[src/rtl/pipe_pkg.sv]
`default_nettype none
// ============================================================================
// Package   : pipe_pkg
// Purpose   : Shared definitions for the MIPS-32 pipeline sequencer:
//             sequencer state encoding, the hard-wired zero register number,
//             the NOP instruction word and the operand-match helper.
// Ports     : none (package)
// Revision  : 1.0 - initial release
// ============================================================================
package pipe_pkg;

   typedef enum logic {
      RUN     = 1'b0,
      MD_BUSY = 1'b1
   } state_t;

   localparam logic [4:0]  REG_ZERO  = 5'd0;
   localparam logic [31:0] NOP_INSTR = 32'h0000_0000;

   // A load destination only matters when it names a real register.
   function automatic logic dest_hits(input logic [4:0] dest, input logic [4:0] src);
      return (dest != REG_ZERO) && (dest == src);
   endfunction

endpackage : pipe_pkg
`default_nettype wire

[src/rtl/hazard_ctrl_if.sv]
`default_nettype none
// ============================================================================
// Interface : hazard_ctrl_if
// Purpose   : Bundles the hazard inputs from ID/EXE/MEM and the pipeline
//             register controls produced by hazard_ctrl.
// Signals   : id_rs, id_rt, id_uses_rt, id_is_muldiv   - ID-stage instruction
//             exe_mem_read, exe_rt                      - EXE-stage load
//             mem_branch_taken                          - MEM-stage branch
//             pc_write, ifid_write, ifid_flush,
//             idexe_write, idexe_bubble, exemem_bubble  - pipeline controls
//             md_start, md_abort, md_busy               - mult/div control
//             stall_cycles [CNT_W]                      - perf counter
// Modports  : master (pipeline side), slave (sequencer side)
// Revision  : 1.0 - initial release
// ============================================================================
interface hazard_ctrl_if #(
   parameter int CNT_W = 32
);
   logic [4:0]       id_rs;
   logic [4:0]       id_rt;
   logic             id_uses_rt;
   logic             id_is_muldiv;
   logic             exe_mem_read;
   logic [4:0]       exe_rt;
   logic             mem_branch_taken;

   logic             pc_write;
   logic             ifid_write;
   logic             ifid_flush;
   logic             idexe_write;
   logic             idexe_bubble;
   logic             exemem_bubble;
   logic             md_start;
   logic             md_abort;
   logic             md_busy;
   logic [CNT_W-1:0] stall_cycles;

   modport master (
      output id_rs, id_rt, id_uses_rt, id_is_muldiv,
             exe_mem_read, exe_rt, mem_branch_taken,
      input  pc_write, ifid_write, ifid_flush, idexe_write, idexe_bubble,
             exemem_bubble, md_start, md_abort, md_busy, stall_cycles
   );

   modport slave (
      input  id_rs, id_rt, id_uses_rt, id_is_muldiv,
             exe_mem_read, exe_rt, mem_branch_taken,
      output pc_write, ifid_write, ifid_flush, idexe_write, idexe_bubble,
             exemem_bubble, md_start, md_abort, md_busy, stall_cycles
   );
endinterface : hazard_ctrl_if
`default_nettype wire

[src/rtl/hazard_ctrl.sv]
`default_nettype none
// ============================================================================
// Module    : hazard_ctrl
// Purpose   : Pipeline sequencer for the 5-stage MIPS-32 core. Drives the
//             write-enable / bubble / flush controls of PC, IF/ID, ID/EXE and
//             EXE/MEM for load-use stalls, taken-branch flushes resolved in
//             MEM and the multi-cycle hold of the iterative mult/div unit.
//             Keeps a saturating stall-cycle counter.
// Ports     : clock   - rising-edge clock
//             reset_n - asynchronous active-low reset
//             hz      - hazard_ctrl_if.slave (hazard inputs, pipeline controls)
// Params    : MD_LATENCY - cycles a mult/div occupies EXE (>= 2)
//             CNT_W      - width of stall_cycles (must match hz)
// Revision  : 1.0 - initial release
// ============================================================================
module hazard_ctrl
   import pipe_pkg::*;
#(
   parameter int MD_LATENCY = 32,
   parameter int CNT_W      = 32
) (
   input  logic          clock,
   input  logic          reset_n,
   hazard_ctrl_if.slave  hz
);

   localparam int             MD_W    = (MD_LATENCY > 2) ? $clog2(MD_LATENCY) : 1;
   localparam logic [MD_W-1:0] MD_LOAD = MD_W'(MD_LATENCY - 2);

   state_t           state;
   state_t           next_state;
   logic [MD_W-1:0]  md_cnt;
   logic [MD_W-1:0]  next_cnt;
   logic             run_en;
   logic [CNT_W-1:0] stall_cycles;

   logic             load_use;
   logic             br;

   logic             pc_write;
   logic             ifid_write;
   logic             ifid_flush;
   logic             idexe_write;
   logic             idexe_bubble;
   logic             exemem_bubble;
   logic             md_start;
   logic             md_abort;

   // Hazard comparator: same-cycle, zero latency.
   always_comb begin
      load_use = hz.exe_mem_read &&
                 (dest_hits(hz.exe_rt, hz.id_rs) ||
                  (hz.id_uses_rt && dest_hits(hz.exe_rt, hz.id_rt)));
      br       = hz.mem_branch_taken;
   end

   // Control decode and next-state; priority br > hold > load-use > md issue.
   always_comb begin
      pc_write      = 1'b1;
      ifid_write    = 1'b1;
      ifid_flush    = 1'b0;
      idexe_write   = 1'b1;
      idexe_bubble  = 1'b0;
      exemem_bubble = 1'b0;
      md_start      = 1'b0;
      md_abort      = 1'b0;
      next_state    = state;
      next_cnt      = md_cnt;

      if (!run_en) begin
         pc_write      = 1'b0;
         ifid_write    = 1'b0;
         ifid_flush    = 1'b1;
         idexe_bubble  = 1'b1;
         exemem_bubble = 1'b1;
      end else if (br) begin
         ifid_flush    = 1'b1;
         idexe_bubble  = 1'b1;
         exemem_bubble = 1'b1;
         if (state == MD_BUSY) begin
            md_abort   = 1'b1;
            next_state = RUN;
            next_cnt   = '0;
         end
      end else if (state == MD_BUSY) begin
         // Every MD_BUSY cycle holds the front end; after the md_cnt==0
         // cycle the result sits in EXE and advances on the next RUN cycle,
         // giving MD_LATENCY cycles of EXE occupancy counting the issue slot.
         pc_write      = 1'b0;
         ifid_write    = 1'b0;
         idexe_write   = 1'b0;
         exemem_bubble = 1'b1;
         if (md_cnt == '0) begin
            next_state = RUN;
         end else begin
            next_cnt = md_cnt - MD_W'(1);
         end
      end else if (load_use) begin
         // The bubble removes the load from EXE, so the hazard clears itself
         // after exactly one cycle; a dependent mult/div issues afterwards.
         pc_write     = 1'b0;
         ifid_write   = 1'b0;
         idexe_bubble = 1'b1;
      end else if (hz.id_is_muldiv) begin
         md_start   = 1'b1;
         next_state = MD_BUSY;
         next_cnt   = MD_LOAD;
      end
   end

   always_ff @(posedge clock or negedge reset_n) begin
      if (!reset_n) begin
         state        <= RUN;
         md_cnt       <= '0;
         run_en       <= 1'b0;
         stall_cycles <= '0;
      end else begin
         run_en <= 1'b1;
         if (run_en) begin
            state  <= next_state;
            md_cnt <= next_cnt;
            if (!pc_write && (stall_cycles != {CNT_W{1'b1}})) begin
               stall_cycles <= stall_cycles + CNT_W'(1);
            end
         end
      end
   end

   assign hz.pc_write      = pc_write;
   assign hz.ifid_write    = ifid_write;
   assign hz.ifid_flush    = ifid_flush;
   assign hz.idexe_write   = idexe_write;
   assign hz.idexe_bubble  = idexe_bubble;
   assign hz.exemem_bubble = exemem_bubble;
   assign hz.md_start      = md_start;
   assign hz.md_abort      = md_abort;
   assign hz.md_busy       = (state == MD_BUSY);
   assign hz.stall_cycles  = stall_cycles;

endmodule : hazard_ctrl
`default_nettype wire

[src/flat_wrapper.sv]
// flat-port wrapper written by rule: the top's interface ports become plain ports
module hazard_ctrl_flat import pipe_pkg::*;
#(
   parameter int MD_LATENCY = 32,
   parameter int CNT_W      = 32
)
  (clock, reset_n, hz_id_rs, hz_id_rt, hz_id_uses_rt, hz_id_is_muldiv, hz_exe_mem_read, hz_exe_rt, hz_mem_branch_taken, hz_pc_write, hz_ifid_write, hz_ifid_flush, hz_idexe_write, hz_idexe_bubble, hz_exemem_bubble, hz_md_start, hz_md_abort, hz_md_busy, hz_stall_cycles);
  hazard_ctrl_if #(.CNT_W(CNT_W)) hz_i ();
  input  logic clock;
  input  logic reset_n;
  input wire logic [$bits(hz_i.id_rs)-1:0] hz_id_rs;
  input wire logic [$bits(hz_i.id_rt)-1:0] hz_id_rt;
  input wire logic [$bits(hz_i.id_uses_rt)-1:0] hz_id_uses_rt;
  input wire logic [$bits(hz_i.id_is_muldiv)-1:0] hz_id_is_muldiv;
  input wire logic [$bits(hz_i.exe_mem_read)-1:0] hz_exe_mem_read;
  input wire logic [$bits(hz_i.exe_rt)-1:0] hz_exe_rt;
  input wire logic [$bits(hz_i.mem_branch_taken)-1:0] hz_mem_branch_taken;
  output wire logic [$bits(hz_i.pc_write)-1:0] hz_pc_write;
  output wire logic [$bits(hz_i.ifid_write)-1:0] hz_ifid_write;
  output wire logic [$bits(hz_i.ifid_flush)-1:0] hz_ifid_flush;
  output wire logic [$bits(hz_i.idexe_write)-1:0] hz_idexe_write;
  output wire logic [$bits(hz_i.idexe_bubble)-1:0] hz_idexe_bubble;
  output wire logic [$bits(hz_i.exemem_bubble)-1:0] hz_exemem_bubble;
  output wire logic [$bits(hz_i.md_start)-1:0] hz_md_start;
  output wire logic [$bits(hz_i.md_abort)-1:0] hz_md_abort;
  output wire logic [$bits(hz_i.md_busy)-1:0] hz_md_busy;
  output wire logic [$bits(hz_i.stall_cycles)-1:0] hz_stall_cycles;
  assign hz_i.id_rs = hz_id_rs;
  assign hz_i.id_rt = hz_id_rt;
  assign hz_i.id_uses_rt = hz_id_uses_rt;
  assign hz_i.id_is_muldiv = hz_id_is_muldiv;
  assign hz_i.exe_mem_read = hz_exe_mem_read;
  assign hz_i.exe_rt = hz_exe_rt;
  assign hz_i.mem_branch_taken = hz_mem_branch_taken;
  assign hz_pc_write = hz_i.pc_write;
  assign hz_ifid_write = hz_i.ifid_write;
  assign hz_ifid_flush = hz_i.ifid_flush;
  assign hz_idexe_write = hz_i.idexe_write;
  assign hz_idexe_bubble = hz_i.idexe_bubble;
  assign hz_exemem_bubble = hz_i.exemem_bubble;
  assign hz_md_start = hz_i.md_start;
  assign hz_md_abort = hz_i.md_abort;
  assign hz_md_busy = hz_i.md_busy;
  assign hz_stall_cycles = hz_i.stall_cycles;
  hazard_ctrl #(.MD_LATENCY(MD_LATENCY), .CNT_W(CNT_W)) u_core (.clock(clock), .reset_n(reset_n), .hz(hz_i));
endmodule
[config.mk]
export PLATFORM = sky130hd
export DESIGN_NAME = hazard_ctrl_flat
export DESIGN_NICKNAME = d
export VERILOG_FILES = /design/src/rtl/pipe_pkg.sv /design/src/rtl/hazard_ctrl_if.sv /design/src/rtl/hazard_ctrl.sv /design/src/flat_wrapper.sv
export SDC_FILE = /design/constraint.sdc
export NUM_CORES = 1
export LEC_CHECK = 0
export CORE_MARGIN = 10
export CORE_UTILIZATION = 44
export DETAILED_ROUTE_END_ITERATION = 7
export PLACE_DENSITY = 0.84
export SYNTH_ARGS = -nofsm -noshare
export SYNTH_HDL_FRONTEND = slang
export SYNTH_SLANG_ARGS = --single-unit
[constraint.sdc]
create_clock -name clock -period 2.9 [get_ports clock]
set_input_delay 0.87 -clock clock [delete_from_list [all_inputs] [get_ports clock]]
set_output_delay 0.87 -clock clock [all_outputs]
set_load 0.005 [all_outputs]
## Word-level counts from Yosys, hierarchy flattened

Cells that the tools add are included.

| storage, ports and cells | value |
|---|---|
| flip-flop bits (word level) | 39 |
| input port bits | 21 |
| word-level logic and storage cells | 56 |

| cells by class | value |
|---|---|
| add/sub/neg operators | 2 |
| eq/ne operators | 6 |
| muxes and demuxes | 32 |
| reduce and logical (&&, ||, !) cells | 12 |

Operators by type and width:

| operator | count |
|---|---|
| $add 32x1->32 const B | 1 |
| $ne 32x32->1 const B | 1 |
| $mux 5 | 6 |
| $mux 1 | 26 |
| $eq 5x5->1 | 2 |
| $logic_and 1x1->1 | 5 |
| $logic_not 5->1 | 1 |
| $reduce_and 5->1 | 1 |
| $reduce_bool 5->1 | 1 |
| $sub 5x1->5 const B | 1 |
| $ne 2x1->1 const B | 2 |
| $ne 3x3->1 const B | 1 |
| $reduce_and 2->1 | 1 |
| $reduce_bool 2->1 | 1 |
| $logic_not 1->1 | 1 |
| $logic_or 1x1->1 | 1 |

## Logic depth before layout (Yosys ltp)

Gate-level depths: netlist of the first run.

| logic depth | value |
|---|---|
| depth after elaboration | 12 |
| depth in mapped cells | 8 |

## Worst setup path after synthesis of the first run

No wires, ideal clock.

| path | value |
|---|---|
| path type | input-to-output |
| start | input port hz_exe_rt[0] |
| end | output port hz_pc_write |
| data arrival time | 2.055 ns |
| data required time | 2.030 ns |
| setup slack | -0.025 ns |
| stages on the path | 6 |
| buffers on the path | 1 |
| cells stage by stage | or3_1 > o31a_1 > o21ai_0 > a21oi_1 > nor2b_1 > buf_4 |

| between the ends | value |
|---|---|
| word-level cells in the longest chain between the ends | 9 |
| elaborated cells between the ends (all ways) | 12 |
| those cells by class | 2 x eq/ne; 4 x mux; 6 x reduce/logical |

RTL lines:

| element | RTL line | text |
|---|---|---|
| start, declared | flat_wrapper.sv:16 | `input wire logic [$bits(hz_i.exe_rt)-1:0] hz_exe_rt;` |
| $eq 5x5->1 or $reduce_bool 5->1 (tied branches) | pipe_pkg.sv:22 | `return (dest != REG_ZERO) && (dest == src);` |
| $logic_and 1x1->1 | pipe_pkg.sv:22 |  |
| $logic_and 1x1->1 | hazard_ctrl.sv:53 | `(hz.id_uses_rt && dest_hits(hz.exe_rt, hz.id_rt)));` |
| $logic_or 1x1->1 (*) | hazard_ctrl.sv:52 | `(dest_hits(hz.exe_rt, hz.id_rs) \|\|` |
| $logic_and 1x1->1 (*) | hazard_ctrl.sv:51 | `load_use = hz.exe_mem_read &&` |
| $mux 1 (*) (4 in series) | n/a |  |
| end, declared | flat_wrapper.sv:18 | `output wire logic [$bits(hz_i.pc_write)-1:0] hz_pc_write;` |

Mark *: on every way between the ends. The rest lies on a longest branch, timed or not.

## Worst setup path after layout of the first run

| path | value |
|---|---|
| start | input port hz_exe_rt[0] |
| end | output port hz_pc_write |

| between the ends | value |
|---|---|
| word-level cells in the longest chain between the ends | 9 |
| elaborated cells between the ends (all ways) | 12 |
| those cells by class | 2 x eq/ne; 4 x mux; 6 x reduce/logical |

RTL lines:

| element | RTL line | text |
|---|---|---|
| $eq 5x5->1 or $reduce_bool 5->1 (tied branches) | pipe_pkg.sv:22 |  |
| $logic_and 1x1->1 | pipe_pkg.sv:22 |  |
| $logic_and 1x1->1 | hazard_ctrl.sv:53 |  |
| $logic_or 1x1->1 (*) | hazard_ctrl.sv:52 |  |
| $logic_and 1x1->1 (*) | hazard_ctrl.sv:51 |  |
| $mux 1 (*) | hazard_ctrl.sv:98 | `end else if (load_use) begin` |
| $mux 1 (*) | hazard_ctrl.sv:85 | `end else if (state == MD_BUSY) begin` |
| $mux 1 (*) | hazard_ctrl.sv:76 | `end else if (br) begin` |
| $mux 1 (*) | hazard_ctrl.sv:70 | `if (!run_en) begin` |

Marked as above.

==> out/results.tsv, run 1 <==
stage	metric	value	unit
drt	detail_route.wl_per_cell	16.3	um
logic_synthesis	synth_edf_count	0	
setup_path	crit_type	input port to primary output	
logic_synthesis	synth_area	0.00229	mm^2
pwr	ir_drop	0.451	mV
floorplanning	coreArea	0.00507	mm^2
worst_hold_path	holdCritPathClass	flop to flop	
cts	root_buffer	clkbuf_8	
grt	grtUsageMet1	0.173	
logic_synthesis	yosys_most_used_dff	dfrtp_1	
floorplanning	die_h	92.2	um
pwr	power_frac_comb	0.262	
drt	antenna_left	0	
grt	grt_pass1_vias	2201	
sta	max_freq	342	MHz
job	cap_violations	0	
cts	cts_tree	done	
drt	drc_errors	0	
pwr	power_leakage	1.49	nW
drt	wl	6390	um
cts	htreeDepth	2	
placed_design	io_buffers	61	
sta	min_period	2.92	ns
sta	skew	0.0108	ns
layout	drive_above_1_share	0.224	
logic_synthesis	syn_inst	233	
placed_design	dp_worst_setup_slack	-0.805	ns
sta	setup_viol	2	
placed_design	dpl.hpwl	4830	um
outcome	violations	negative setup slack	
grt	grt_usage	0.152	
cts	clock_latency	0.31	ns
logic_synthesis	ys_ff_latch	39	
sta	slew_violations	0	
pwr	switching_share	0.309	
layout	finish.utilization	0.648	
logic_synthesis	synth-seq-area-share	0.426	
layout	final_nets	345	
pwr	sequentialPowerShare	0.429	
floorplanning	die_x	92.2	um
drt	drt-pass1-iter-count	4	
placed_design	place_congestion	0.848	
pwr	p_switching	480	uW
floorplanning	ioPinCount	62	
setup_path	cp.arrival	2.05	ns
setup_path	endpoint_kind	primary output	
pwr	clkPwrFrac	0.309	
grt	grt-ovfl-total	0	
sta	slew_headroom	0.417	
drt	via_per_inst	5.41	
drt	drtIter0Drc	122	
sta	fin_crit_sh	1.01	
setup_path	required	2.03	ns
layout	syn_to_final_growth	43.6	%
layout	antennaDiodeCount	0	
grt	top_usage_layer	met2	
logic_synthesis	syn_nets	257	
sta	finalHoldViolations	0	
sta	tightestPinTransition	0.874	ns
grt	grt_max_degree	40	
grt	antenna_found_initial	0	
grt	use_met3	0.0554	
cts	cts_sinks	39	
drt	vias	2120	
floorplanning	rows	26	
setup_path	cp_max_fo	3	
pwr	p_int	1.07	mW
outcome	status	complete, but fails checks	
pwr	p_per_area	471	mW/mm^2
cts	clockBufferDepth	2	
setup_path	start_kind	input port	
logic_synthesis	postSynthAreaPerCell	9.83	um^2
grt	grt_first_pass_wirelength	10700	um
logic_synthesis	ys_warn_count	0	
logic_synthesis	synth.distinct_cells	46	
sta	finalWorstSetupSlack	-0.0219	ns
cts	ctsHoldBuffers	0	
floorplanning	initial_core_util	0.451	
layout	layout_common_cells	39 x dfrtp_1, 38 x clkdlybuf4s50_1, 27 x xor2_1, 27 x buf_4, 17 x nand3_1	
sta	rsz0062_at_grt	true	
cts	clk_pin_slew	0.08	ns
grt	use_met2	0.260	
layout	final_common_cell	dfrtp_1	
cts	cts_made_buffers	5	
pwr	report.power.total	1.55	mW
floorplanning	dieArea	0.00849	mm^2
logic_synthesis	async_flop_share	1.00	
-- cell families after synthesis --
family                     after synthesis  share of synthesized area
muxes                                    3                     0.0142
other                                    1                    0.00164
buffers and inverters                   17                     0.0306
and+or+nand+nor                        103                      0.279
AOI/OAI and AO/OA                       27                     0.0797
xor gates and xnor gates                40                      0.153
adders and majority gates                3                     0.0164
DFF                                     39                      0.426
-- cells in the mapped netlist (3+ instances only) --
cell | count | area [um^2]
a21oi_1 | 4 | 20.0
nor3_2 | 4 | 40.0
clkbuf_1 | 5 | 18.8
nor4_1 | 11 | 68.8
o211ai_1 | 3 | 22.5
xor2_1 | 27 | 236
nor3_1 | 11 | 55.1
nand4_1 | 7 | 43.8
o32a_1 | 3 | 30.0
and3_1 | 6 | 37.5
nand2_1 | 14 | 52.6
ha_1 | 3 | 37.5
o21ai_0 | 7 | 35.0
and4_1 | 4 | 35.0
xnor2_1 | 13 | 114
dfrtp_1 | 39 | 976
inv_1 | 8 | 30.0
or3_1 | 4 | 25.0
nor2_1 | 8 | 30.0
nand3_1 | 17 | 85.1
-- sequential cells by signal, summed over array words and instances (netlist names) --
register,count
u_core.hz.md_busy,1
u_core.hz.stall_cycles,32
u_core.md_cnt,5
u_core.run_en,1
-- worst paths after layout --
path / start / to / slack (ns) / depth (start not counted)
setup / recovery: hz_exe_rt[0] / hz_pc_write / -0.02 / 7
hold / removal: u_core.hz.stall_cycles[26]$_DFFE_PN0P_ / u_core.hz.stall_cycles[26]$_DFFE_PN0P_ / 0.49 / 1
setup reg to reg: u_core.hz.stall_cycles[9]$_DFFE_PN0P_ / u_core.hz.stall_cycles[24]$_DFFE_PN0P_ / 0.73 / 5
hold reg to reg: u_core.hz.stall_cycles[26]$_DFFE_PN0P_ / u_core.hz.stall_cycles[26]$_DFFE_PN0P_ / 0.49 / 1
max in group asynchronous: reset_n / u_core.hz.stall_cycles[25]$_DFFE_PN0P_ / 1.67 / 1
min in group asynchronous: reset_n / u_core.hz.stall_cycles[15]$_DFFE_PN0P_ / 0.68 / 1
-- routing by layer --
| layer | up-vias | routed length (um) |
|---|---|---|
| met5 | - | 0 |
| li1 | 1022 | - |
| met1 | 1015 | 2490 |
| met4 | 0 | 93 |
| met3 | 10 | 480 |
| met2 | 73 | 3330 |
-- metrics by stage --
step           TNS, ns  instance area, um^2  instances  hold WS, ns
5_1_grt         -0.215                 3290        392        0.520
4_1_cts         -0.138                 3270        391        0.500
3_3_place_gp     -4.04                 3160        383        0.471
3_5_place_dp     -5.73                 3160        383        0.483
6_report       -0.0434                 3290        392        0.490
2_1_floorplan  -0.0125                 2290        233        0.477
-- worst max-delay path: stages --
cell	delay [ns]
buf_6	0.10
or3_4	0.38
o31a_1	0.27
o21ai_2	0.10
a21oi_2	0.08
nor2b_1	0.13
buf_2	0.13
-- repair_timing --
item / 4_1_cts / 5_1_grt
pin swaps: 15 / 14
setup buffers: 0 / 1
hold endpoints to repair: 0 / 0
gates resized for setup: 57 / 15
endpoints found under the setup margin: 8 / 4
-- final cells by class --
class | count | area (um^2)
fillers | 429 | 1790
multi-input cells | 177 | 1300
flip-flops and latches | 39 | 976
repair buffers | 90 | 781
well taps | 70 | 87.6
clock buffers | 5 | 68.8
clock inverters | 3 | 46.3
inverters | 8 | 30.0
-- power by group through the flow --
stage / Combinational (mW) / Sequential (mW) / Clock [mW]
3_3_place_gp: 0.394 / 0.671 / 0
4_1_cts: 0.404 / 0.665 / 0.483
2_1_floorplan: 0.205 / 0.665 / 0
3_5_place_dp: 0.408 / 0.673 / 0
6_report: 0.406 / 0.665 / 0.479
5_1_grt: 0.446 / 0.676 / 0.516
Note: power is estimated with default switching activity, not from simulation.
==> run 2: changes to the inputs <==
--- a/config.mk
+++ b/config.mk
@@ -7,6 +7,7 @@
 export LEC_CHECK = 0
 export CORE_MARGIN = 10
 export CORE_UTILIZATION = 44
+export CTS_CLUSTER_DIAMETER = 80
 export DETAILED_ROUTE_END_ITERATION = 7
 export PLACE_DENSITY = 0.84
 export SYNTH_ARGS = -nofsm -noshare
==> results of run 2 <==
No change in the layout: final DEF, timing and power equal those of run 1.
==> run 3: changes to the inputs <==
--- a/config.mk
+++ b/config.mk
@@ -8,6 +8,7 @@
 export CORE_MARGIN = 10
 export CORE_UTILIZATION = 44
 export CTS_CLUSTER_DIAMETER = 80
+export CTS_CLUSTER_SIZE = 30
 export DETAILED_ROUTE_END_ITERATION = 7
 export PLACE_DENSITY = 0.84
 export SYNTH_ARGS = -nofsm -noshare
==> results of run 3 <==
No change in the layout: final DEF, timing and power equal those of run 1.
